==> src/rtl/secded_mem_engine_if.sv <==
// Purpose: control/status and data-memory port bundle between a core and secded_mem_engine.
// Latency: n/a (wires only); memory read data is expected one cycle after mem_addr.
// Backpressure: none; the memory is always ready and start is ignored while the engine is busy.
// Ports: start/mode/src_base/dst_base/count (job request), busy/done/corr_cnt/dbl_cnt (status),
//        mem_addr/mem_wr_en/mem_wr_data/mem_rd_data (byte-wide synchronous data memory).
interface secded_mem_engine_if #(
    parameter int ADDR_W = 8,
    parameter int CNT_W  = 8
);
    logic              start;
    logic [1:0]        mode;
    logic [ADDR_W-1:0] src_base;
    logic [ADDR_W-1:0] dst_base;
    logic [CNT_W-1:0]  count;
    logic [ADDR_W-1:0] mem_addr;
    logic [7:0]        mem_rd_data;
    logic              mem_wr_en;
    logic [7:0]        mem_wr_data;
    logic              busy;
    logic              done;
    logic [CNT_W-1:0]  corr_cnt;
    logic [CNT_W-1:0]  dbl_cnt;

    modport slave (
        input  start, mode, src_base, dst_base, count, mem_rd_data,
        output mem_addr, mem_wr_en, mem_wr_data, busy, done, corr_cnt, dbl_cnt
    );

    modport master (
        output start, mode, src_base, dst_base, count, mem_rd_data,
        input  mem_addr, mem_wr_en, mem_wr_data, busy, done, corr_cnt, dbl_cnt
    );
endinterface

==> src/rtl/secded_mem_engine.sv <==
// Purpose: walks COUNT SECDED Hamming codewords in byte memory: encode, decode+correct, or check-only.
// Latency: count*(2*NB+2) cycles start-accept to done (check-only count*(NB+2)); count=0 -> 1 cycle.
// Backpressure: none; memory must answer every read next cycle, start is ignored while busy.
// Ports: CLK, reset_n (async, active-low), bus (slave side of secded_mem_engine_if).
module secded_mem_engine #(
    parameter int DATA_W = 11,
    parameter int ADDR_W = 8,
    parameter int CNT_W  = 8
) (
    input  logic               CLK,
    input  logic               reset_n,
    secded_mem_engine_if.slave bus
);
    localparam int CODE_W = (DATA_W <= 4) ? 8 : (DATA_W <= 11) ? 16 : (DATA_W <= 26) ? 32 : 64;
    localparam int NB     = CODE_W / 8;
    localparam int LOG_C  = $clog2(CODE_W);
    localparam int K_W    = 4;
    localparam logic [K_W-1:0] NB_K = K_W'(NB);

    // S_ZERO gives a count=0 job its one cycle of done=0 before done rises.
    typedef enum logic [2:0] {S_IDLE, S_READ, S_CALC, S_WRITE, S_ZERO, S_DONE} state_t;

    state_t            state_q, state_d;
    logic [K_W-1:0]    k_q, k_d;
    logic [CNT_W-1:0]  left_q, left_d;
    logic [1:0]        mode_q, mode_d;
    logic [ADDR_W-1:0] src_q, src_d, dst_q, dst_d;
    logic [CODE_W-1:0] rbuf_q, rbuf_d, wbuf_q, wbuf_d;
    logic [CNT_W-1:0]  corr_q, corr_d, dbl_q, dbl_d;

    // Data bits occupy the non-power-of-two positions 1..CODE_W-1 in ascending order.
    function automatic logic [CODE_W-1:0] encode(input logic [DATA_W-1:0] d);
        logic [CODE_W-1:0] c;
        int j;
        c = '0;
        j = 0;
        for (int i = 1; i < CODE_W; i++) begin
            if ((i & (i - 1)) != 0) begin
                c[i] = d[j];
                j++;
            end
        end
        for (int b = 0; b < LOG_C; b++) begin
            for (int i = 1; i < CODE_W; i++) begin
                if (((i >> b) & 1) == 1 && i != (1 << b)) c[1 << b] = c[1 << b] ^ c[i];
            end
        end
        c[0] = ^c[CODE_W-1:1];
        return c;
    endfunction

    function automatic logic [DATA_W-1:0] extract(input logic [CODE_W-1:0] c);
        logic [DATA_W-1:0] r;
        int j;
        r = '0;
        j = 0;
        for (int i = 1; i < CODE_W; i++) begin
            if ((i & (i - 1)) != 0) begin
                r[j] = c[i];
                j++;
            end
        end
        return r;
    endfunction

    logic [LOG_C-1:0]  syn;
    logic              par;
    logic              is_dbl;
    logic [CODE_W-1:0] fixed;
    logic [CODE_W-1:0] dec_word;

    // Decode path: syndrome and overall parity of the captured word. On a double
    // error par=0 so nothing is flipped and the raw data field is reported.
    always_comb begin
        syn = '0;
        for (int i = 1; i < CODE_W; i++) begin
            if (rbuf_q[i]) syn = syn ^ LOG_C'(i);
        end
        par    = ^rbuf_q;
        is_dbl = ~par && (syn != '0);
        fixed  = rbuf_q;
        if (par) fixed[syn] = ~fixed[syn];
        dec_word               = '0;
        dec_word[DATA_W-1:0]   = extract(fixed);
        dec_word[CODE_W-1]     = is_dbl;
    end

    always_comb begin
        state_d = state_q;
        k_d     = k_q;
        left_d  = left_q;
        mode_d  = mode_q;
        src_d   = src_q;
        dst_d   = dst_q;
        rbuf_d  = rbuf_q;
        wbuf_d  = wbuf_q;
        corr_d  = corr_q;
        dbl_d   = dbl_q;
        case (state_q)
            S_IDLE, S_DONE: begin
                if (bus.start) begin
                    corr_d  = '0;
                    dbl_d   = '0;
                    mode_d  = bus.mode;
                    src_d   = bus.src_base;
                    dst_d   = bus.dst_base;
                    left_d  = bus.count;
                    k_d     = '0;
                    state_d = (bus.count == '0) ? S_ZERO : S_READ;
                end
            end
            S_ZERO: state_d = S_DONE;
            S_READ: begin
                // Byte k-1 arrives the cycle after its address was driven.
                if (k_q != '0) rbuf_d[{k_q - K_W'(1), 3'b000} +: 8] = bus.mem_rd_data;
                if (k_q == NB_K) begin
                    k_d     = '0;
                    state_d = S_CALC;
                end else begin
                    k_d = k_q + K_W'(1);
                end
            end
            S_CALC: begin
                wbuf_d = (mode_q == 2'd0) ? encode(rbuf_q[DATA_W-1:0]) : dec_word;
                if (mode_q != 2'd0) begin
                    if (par && corr_q != '1) corr_d = corr_q + CNT_W'(1);
                    if (is_dbl && dbl_q != '1) dbl_d = dbl_q + CNT_W'(1);
                end
                if (mode_q[1]) begin
                    src_d   = src_q + ADDR_W'(NB);
                    dst_d   = dst_q + ADDR_W'(NB);
                    left_d  = left_q - CNT_W'(1);
                    state_d = (left_q == CNT_W'(1)) ? S_DONE : S_READ;
                end else begin
                    state_d = S_WRITE;
                end
            end
            S_WRITE: begin
                if (k_q == NB_K - K_W'(1)) begin
                    k_d     = '0;
                    src_d   = src_q + ADDR_W'(NB);
                    dst_d   = dst_q + ADDR_W'(NB);
                    left_d  = left_q - CNT_W'(1);
                    state_d = (left_q == CNT_W'(1)) ? S_DONE : S_READ;
                end else begin
                    k_d = k_q + K_W'(1);
                end
            end
            default: state_d = S_IDLE;
        endcase
    end

    always_ff @(posedge CLK or negedge reset_n) begin
        if (!reset_n) begin
            state_q <= S_IDLE;
            k_q     <= '0;
            left_q  <= '0;
            mode_q  <= '0;
            src_q   <= '0;
            dst_q   <= '0;
            rbuf_q  <= '0;
            wbuf_q  <= '0;
            corr_q  <= '0;
            dbl_q   <= '0;
        end else begin
            state_q <= state_d;
            k_q     <= k_d;
            left_q  <= left_d;
            mode_q  <= mode_d;
            src_q   <= src_d;
            dst_q   <= dst_d;
            rbuf_q  <= rbuf_d;
            wbuf_q  <= wbuf_d;
            corr_q  <= corr_d;
            dbl_q   <= dbl_d;
        end
    end

    // Memory outputs decode straight from state so a reset drops mem_wr_en at once.
    always_comb begin
        bus.mem_addr    = '0;
        bus.mem_wr_en   = 1'b0;
        bus.mem_wr_data = '0;
        if (state_q == S_READ && k_q < NB_K) begin
            bus.mem_addr = src_q + ADDR_W'(k_q);
        end else if (state_q == S_WRITE) begin
            bus.mem_addr    = dst_q + ADDR_W'(k_q);
            bus.mem_wr_en   = 1'b1;
            bus.mem_wr_data = wbuf_q[{k_q, 3'b000} +: 8];
        end
    end

    assign bus.busy     = (state_q == S_READ) || (state_q == S_CALC) ||
                          (state_q == S_WRITE) || (state_q == S_ZERO);
    assign bus.done     = (state_q == S_DONE);
    assign bus.corr_cnt = corr_q;
    assign bus.dbl_cnt  = dbl_q;
endmodule

==> src/flat_wrapper.sv <==
// flat-port wrapper written by rule: the top's interface ports become plain ports
module secded_mem_engine_flat 
#(
    parameter int DATA_W = 11,
    parameter int ADDR_W = 8,
    parameter int CNT_W  = 8
)
  (CLK, reset_n, bus_start, bus_mode, bus_src_base, bus_dst_base, bus_count, bus_mem_rd_data, bus_mem_addr, bus_mem_wr_en, bus_mem_wr_data, bus_busy, bus_done, bus_corr_cnt, bus_dbl_cnt);
  secded_mem_engine_if #(.ADDR_W(ADDR_W), .CNT_W(CNT_W)) bus_i ();
  input  logic CLK;
  input  logic reset_n;
  input wire logic [$bits(bus_i.start)-1:0] bus_start;
  input wire logic [$bits(bus_i.mode)-1:0] bus_mode;
  input wire logic [$bits(bus_i.src_base)-1:0] bus_src_base;
  input wire logic [$bits(bus_i.dst_base)-1:0] bus_dst_base;
  input wire logic [$bits(bus_i.count)-1:0] bus_count;
  input wire logic [$bits(bus_i.mem_rd_data)-1:0] bus_mem_rd_data;
  output wire logic [$bits(bus_i.mem_addr)-1:0] bus_mem_addr;
  output wire logic [$bits(bus_i.mem_wr_en)-1:0] bus_mem_wr_en;
  output wire logic [$bits(bus_i.mem_wr_data)-1:0] bus_mem_wr_data;
  output wire logic [$bits(bus_i.busy)-1:0] bus_busy;
  output wire logic [$bits(bus_i.done)-1:0] bus_done;
  output wire logic [$bits(bus_i.corr_cnt)-1:0] bus_corr_cnt;
  output wire logic [$bits(bus_i.dbl_cnt)-1:0] bus_dbl_cnt;
  assign bus_i.start = bus_start;
  assign bus_i.mode = bus_mode;
  assign bus_i.src_base = bus_src_base;
  assign bus_i.dst_base = bus_dst_base;
  assign bus_i.count = bus_count;
  assign bus_i.mem_rd_data = bus_mem_rd_data;
  assign bus_mem_addr = bus_i.mem_addr;
  assign bus_mem_wr_en = bus_i.mem_wr_en;
  assign bus_mem_wr_data = bus_i.mem_wr_data;
  assign bus_busy = bus_i.busy;
  assign bus_done = bus_i.done;
  assign bus_corr_cnt = bus_i.corr_cnt;
  assign bus_dbl_cnt = bus_i.dbl_cnt;
  secded_mem_engine #(.DATA_W(DATA_W), .ADDR_W(ADDR_W), .CNT_W(CNT_W)) u_core (.CLK(CLK), .reset_n(reset_n), .bus(bus_i));
endmodule
==> config.mk <==
export PLATFORM = sky130hd
export DESIGN_NAME = secded_mem_engine_flat
export DESIGN_NICKNAME = d
export VERILOG_FILES = /design/src/rtl/secded_mem_engine_if.sv /design/src/rtl/secded_mem_engine.sv /design/src/flat_wrapper.sv
export SDC_FILE = /design/constraint.sdc
export NUM_CORES = 1
export LEC_CHECK = 0
export BUFFER_PORTS_ARGS = -buffer_cell sky130_fd_sc_hd__buf_2
export CORE_MARGIN = 10
export CORE_UTILIZATION = 40
export CTS_CLUSTER_SIZE = 8
export DETAILED_ROUTE_END_ITERATION = 10
export GPL_TIMING_DRIVEN = 0
export MAX_ROUTING_LAYER = met4
export PLACE_DENSITY_LB_ADDON = 0.1
export SLEW_MARGIN = 20
export SYNTH_ARGS = -nofsm -noshare
export SYNTH_HDL_FRONTEND = slang
export SYNTH_SLANG_ARGS = --single-unit
==> constraint.sdc <==
create_clock -name CLK -period 6.3 [get_ports CLK]
set_input_delay 0 -clock CLK [delete_from_list [all_inputs] [get_ports CLK]]
set_output_delay 0 -clock CLK [all_outputs]
set_load 0.01 [all_outputs]
==> flow_metrics.env <==
export IMPL_wl_met3_um=881
export IMPL_crit_top_cell="a21oi_1"
export IMPL_layout_cells_non_filler=951
export IMPL_cp_start_kind="flop"
export IMPL_finalHoldViolations=0
export IMPL_wl_met2_um=7190
export IMPL_wl_met1_um=7970
export IMPL_yosysSeqAreaShare_pct=35.1
export IMPL_die_w_um=140
export IMPL_cp_end_kind="flop"
export IMPL_drt_iter0_drc=475
export IMPL_portBuffers=71
export IMPL_cts_buffer_depth=2
export IMPL_top_layer="met4"
export IMPL_ys_flop_type="dfrtp_1"
export IMPL_synth_seq_cells=81
export IMPL_rsz0062_at_grt="no"
export IMPL_relSlewSlack_pct=46.4
export IMPL_cts_resized_gates=0
export IMPL_start_util_pct=41.2
export IMPL_arrival_ns=3.24
export IMPL_async_reset_ff_share_pct=100
export IMPL_dp_hpwl_um=12000
export IMPL_maxSlewViolCount=0
export IMPL_final_antenna_net_count=0
export IMPL_grt_max_degree=43
export IMPL_antenna_found_initial=0
export IMPL_critPathTopFamily="simple AND/OR/NAND/NOR gates"
export IMPL_postCtsSetupRepairBufs=0
export IMPL_grt_overflow_total=0
export IMPL_fmax_ghz=0.332
export IMPL_yosysTopAreaCellShare_pct=35.1
export IMPL_routed_wl_um=16300
export IMPL_synth_edf_count=0
export IMPL_htreeDepth=3
export IMPL_utilization_pct=50.1
export IMPL_cp_required_ns=6.53
export IMPL_dp_cells=904
export IMPL_yosys_top_cells_count="81 x dfrtp_1, 75 x nand2_1, 61 x nor2_1"
export IMPL_drive_gt1_share_pct=17.4
export IMPL_syn_to_final_growth_pct=21.5
export IMPL_rows=43
export IMPL_cts_made_buffers=9
export IMPL_outcome="finished clean"
export IMPL_skew_ns=0.00529
export IMPL_fin_crit_sh_pct=47.8
export IMPL_syn_nets=709
export IMPL_clock_sinks=81
export IMPL_final_setup_viol_count=0
export IMPL_slowest_delay_ns=0.65
export IMPL_worstSetupPathType="reg2reg"
export IMPL_clkLatencyLatePin_ns=0.35
export IMPL_routed_via_density=5.51
export IMPL_synth_most_common_cell="dfrtp_1"
export IMPL_die_area_um2=19600
export IMPL_cts_tree="built"
export IMPL_syn_inst=652
export IMPL_stdcell_area_um2=7010
export IMPL_final_nets=824
export IMPL_yosysWarnings=0
export IMPL_synth_area_um2=5770
export IMPL_diodes=0
export IMPL_routabilityCongestion=0.878
export IMPL_min_period_ns=3.01
export IMPL_cp_slowest_cell="nand4b_1"
export IMPL_dieHeight_um=140
export IMPL_pin_count=72
export IMPL_synth_area_leaders="dfrtp_1 35%, nand2_1 4.9%, xnor2_1 4.7%"
export IMPL_vias=5236
export IMPL_drc=0
export IMPL_cap_viol_max_count=0
export IMPL_grt_pass1_wl_um=26300
export IMPL_grt_pass1_vias=5098
export IMPL_worst_path_max_fanout=9
export IMPL_dpl_cell_area_um2=6370
export IMPL_gr_usage_all_layers_pct=16.7
export IMPL_syn_avg_cell_area_um2=8.85
export IMPL_fin_tns_setup_ns=0
export IMPL_wl_per_cell_um=17.1
export IMPL_cp_buffers_inverters=2
export IMPL_path_cells="inv_1, ha_1, clkbuf_1, nand2b_1, a21oi_1, a21oi_1, nor3_1, nand4b_1, mux2_2"
export IMPL_drt_pass1_iterations=5
export IMPL_tightestPinTransition_ns=0.801
export IMPL_ys_types=60
export IMPL_core_area_um2=14000
export IMPL_synth_top_area_cell="dfrtp_1"
export IMPL_worstHoldPathType="in2reg"
export IMPL_clk_pin_slew_ns=0.06
export IMPL_root_buffer="clkbuf_16"
layer usage:
metal	global-route usage, %	vias to the layer above
li1	-	2527
met1	22.9	2531
met2	24.3	159
met3	2.97	19
met4	5.60	0
met5	-	-
worst register-to-register path: cells and delay by family, from the launching register on:
family	cells	cell delay, ns
AND/OR/NAND/NOR	3	1.07
AO/OA/AOI/OAI	2	0.20
buffers and inverters	2	0.36
adder cells (fa/ha/maj)	1	0.21
flip-flops	1	0.53
multiplexers	1	0.54
through the flow:
step	hold WS [ns]	setup slack, ns
after global routing	0.0273	3.08
after floorplan	-0.296	4.01
after global placement	0.196	3.39
after detailed placement	0.0371	3.43
after CTS	0.000268	3.41
final	0.0148	3.29
registers in the layout, indices dropped and copies added (netlist names):
register / cells
u_core.bus.corr_cnt: 8
u_core.bus.dbl_cnt: 8
u_core.dst_q: 8
u_core.k_q: 4
u_core.left_q: 8
u_core.mode_q: 2
u_core.rbuf_q: 16
u_core.src_q: 8
u_core.state_q: 3
u_core.wbuf_q: 16
cell type report:
| type | instances | area, µm² |
|---|---|---|
| fill | 1357 | 6980 |
| multi-input combinational | 521 | 3530 |
| sequential | 81 | 2030 |
| timing repair buffer | 104 | 698 |
| clock buffer | 13 | 280 |
| tap | 180 | 225 |
| buffer | 36 | 154 |
| inverter | 14 | 52.6 |
| clock inverter | 2 | 35.0 |
what timing repair did:
action                                  CTS  global route
endpoints found under the setup margin    0             0
hold buffers                             32             0
endpoints found under the hold margin    80             0
cell usage in the layout, fill, tap and decap left out, types with 6 or more instances in the layout:
master,instances
a211oi_1,9
a21oi_1,44
a22oi_1,6
a31oi_1,6
and2_1,6
and3_1,11
buf_2,73
clkbuf_1,29
clkbuf_16,9
dfrtp_1,81
dlygate4sd3_1,32
ha_1,18
inv_1,14
mux2_2,16
mux2i_1,26
nand2_1,75
nand2b_1,12
nand3_1,24
nand4_1,17
nor2_1,61
nor2b_1,8
nor3_1,16
nor4_1,6
o21ai_0,41
o22ai_1,10
xnor2_1,31
xnor2_2,10
xor2_1,19
logic make-up (layout without fill, tap and decap cells):
logic type | count (synthesis) | after routing | share of synthesized area [%]
simple gates | 254 | 254 | 21.2
compound gates | 135 | 135 | 13.9
mux | 42 | 42 | 7.64
xor+xnor | 69 | 69 | 13.8
fa+ha+maj | 21 | 21 | 4.77
flops | 81 | 81 | 35.1
buf+inv | 50 | 169 | 3.58
path summary, 6_finish.rpt:
path	depth (start not counted)	start	slack (ns)	endpoint
worst max-delay path	9	u_core.k_q[1]$_DFFE_PN0P_	3.29	u_core.rbuf_q[3]$_DFFE_PN0P_
worst min-delay path	3	bus_count[6]	0.01	u_core.left_q[6]$_DFFE_PN0P_
worst max register to register	9	u_core.k_q[1]$_DFFE_PN0P_	3.29	u_core.rbuf_q[3]$_DFFE_PN0P_
worst min register to register	2	u_core.wbuf_q[11]$_DFFE_PN0P_	0.47	u_core.wbuf_q[11]$_DFFE_PN0P_
max in group asynchronous	3	reset_n	5.48	u_core.bus.dbl_cnt[1]$_DFFE_PN0P_
min in group asynchronous	2	reset_n	0.18	u_core.dst_q[5]$_DFFE_PN0P_
Power is left out: the tool's default activity adds up to more than one toggle a clock period on the data nets, which glitch-free logic cannot reach.
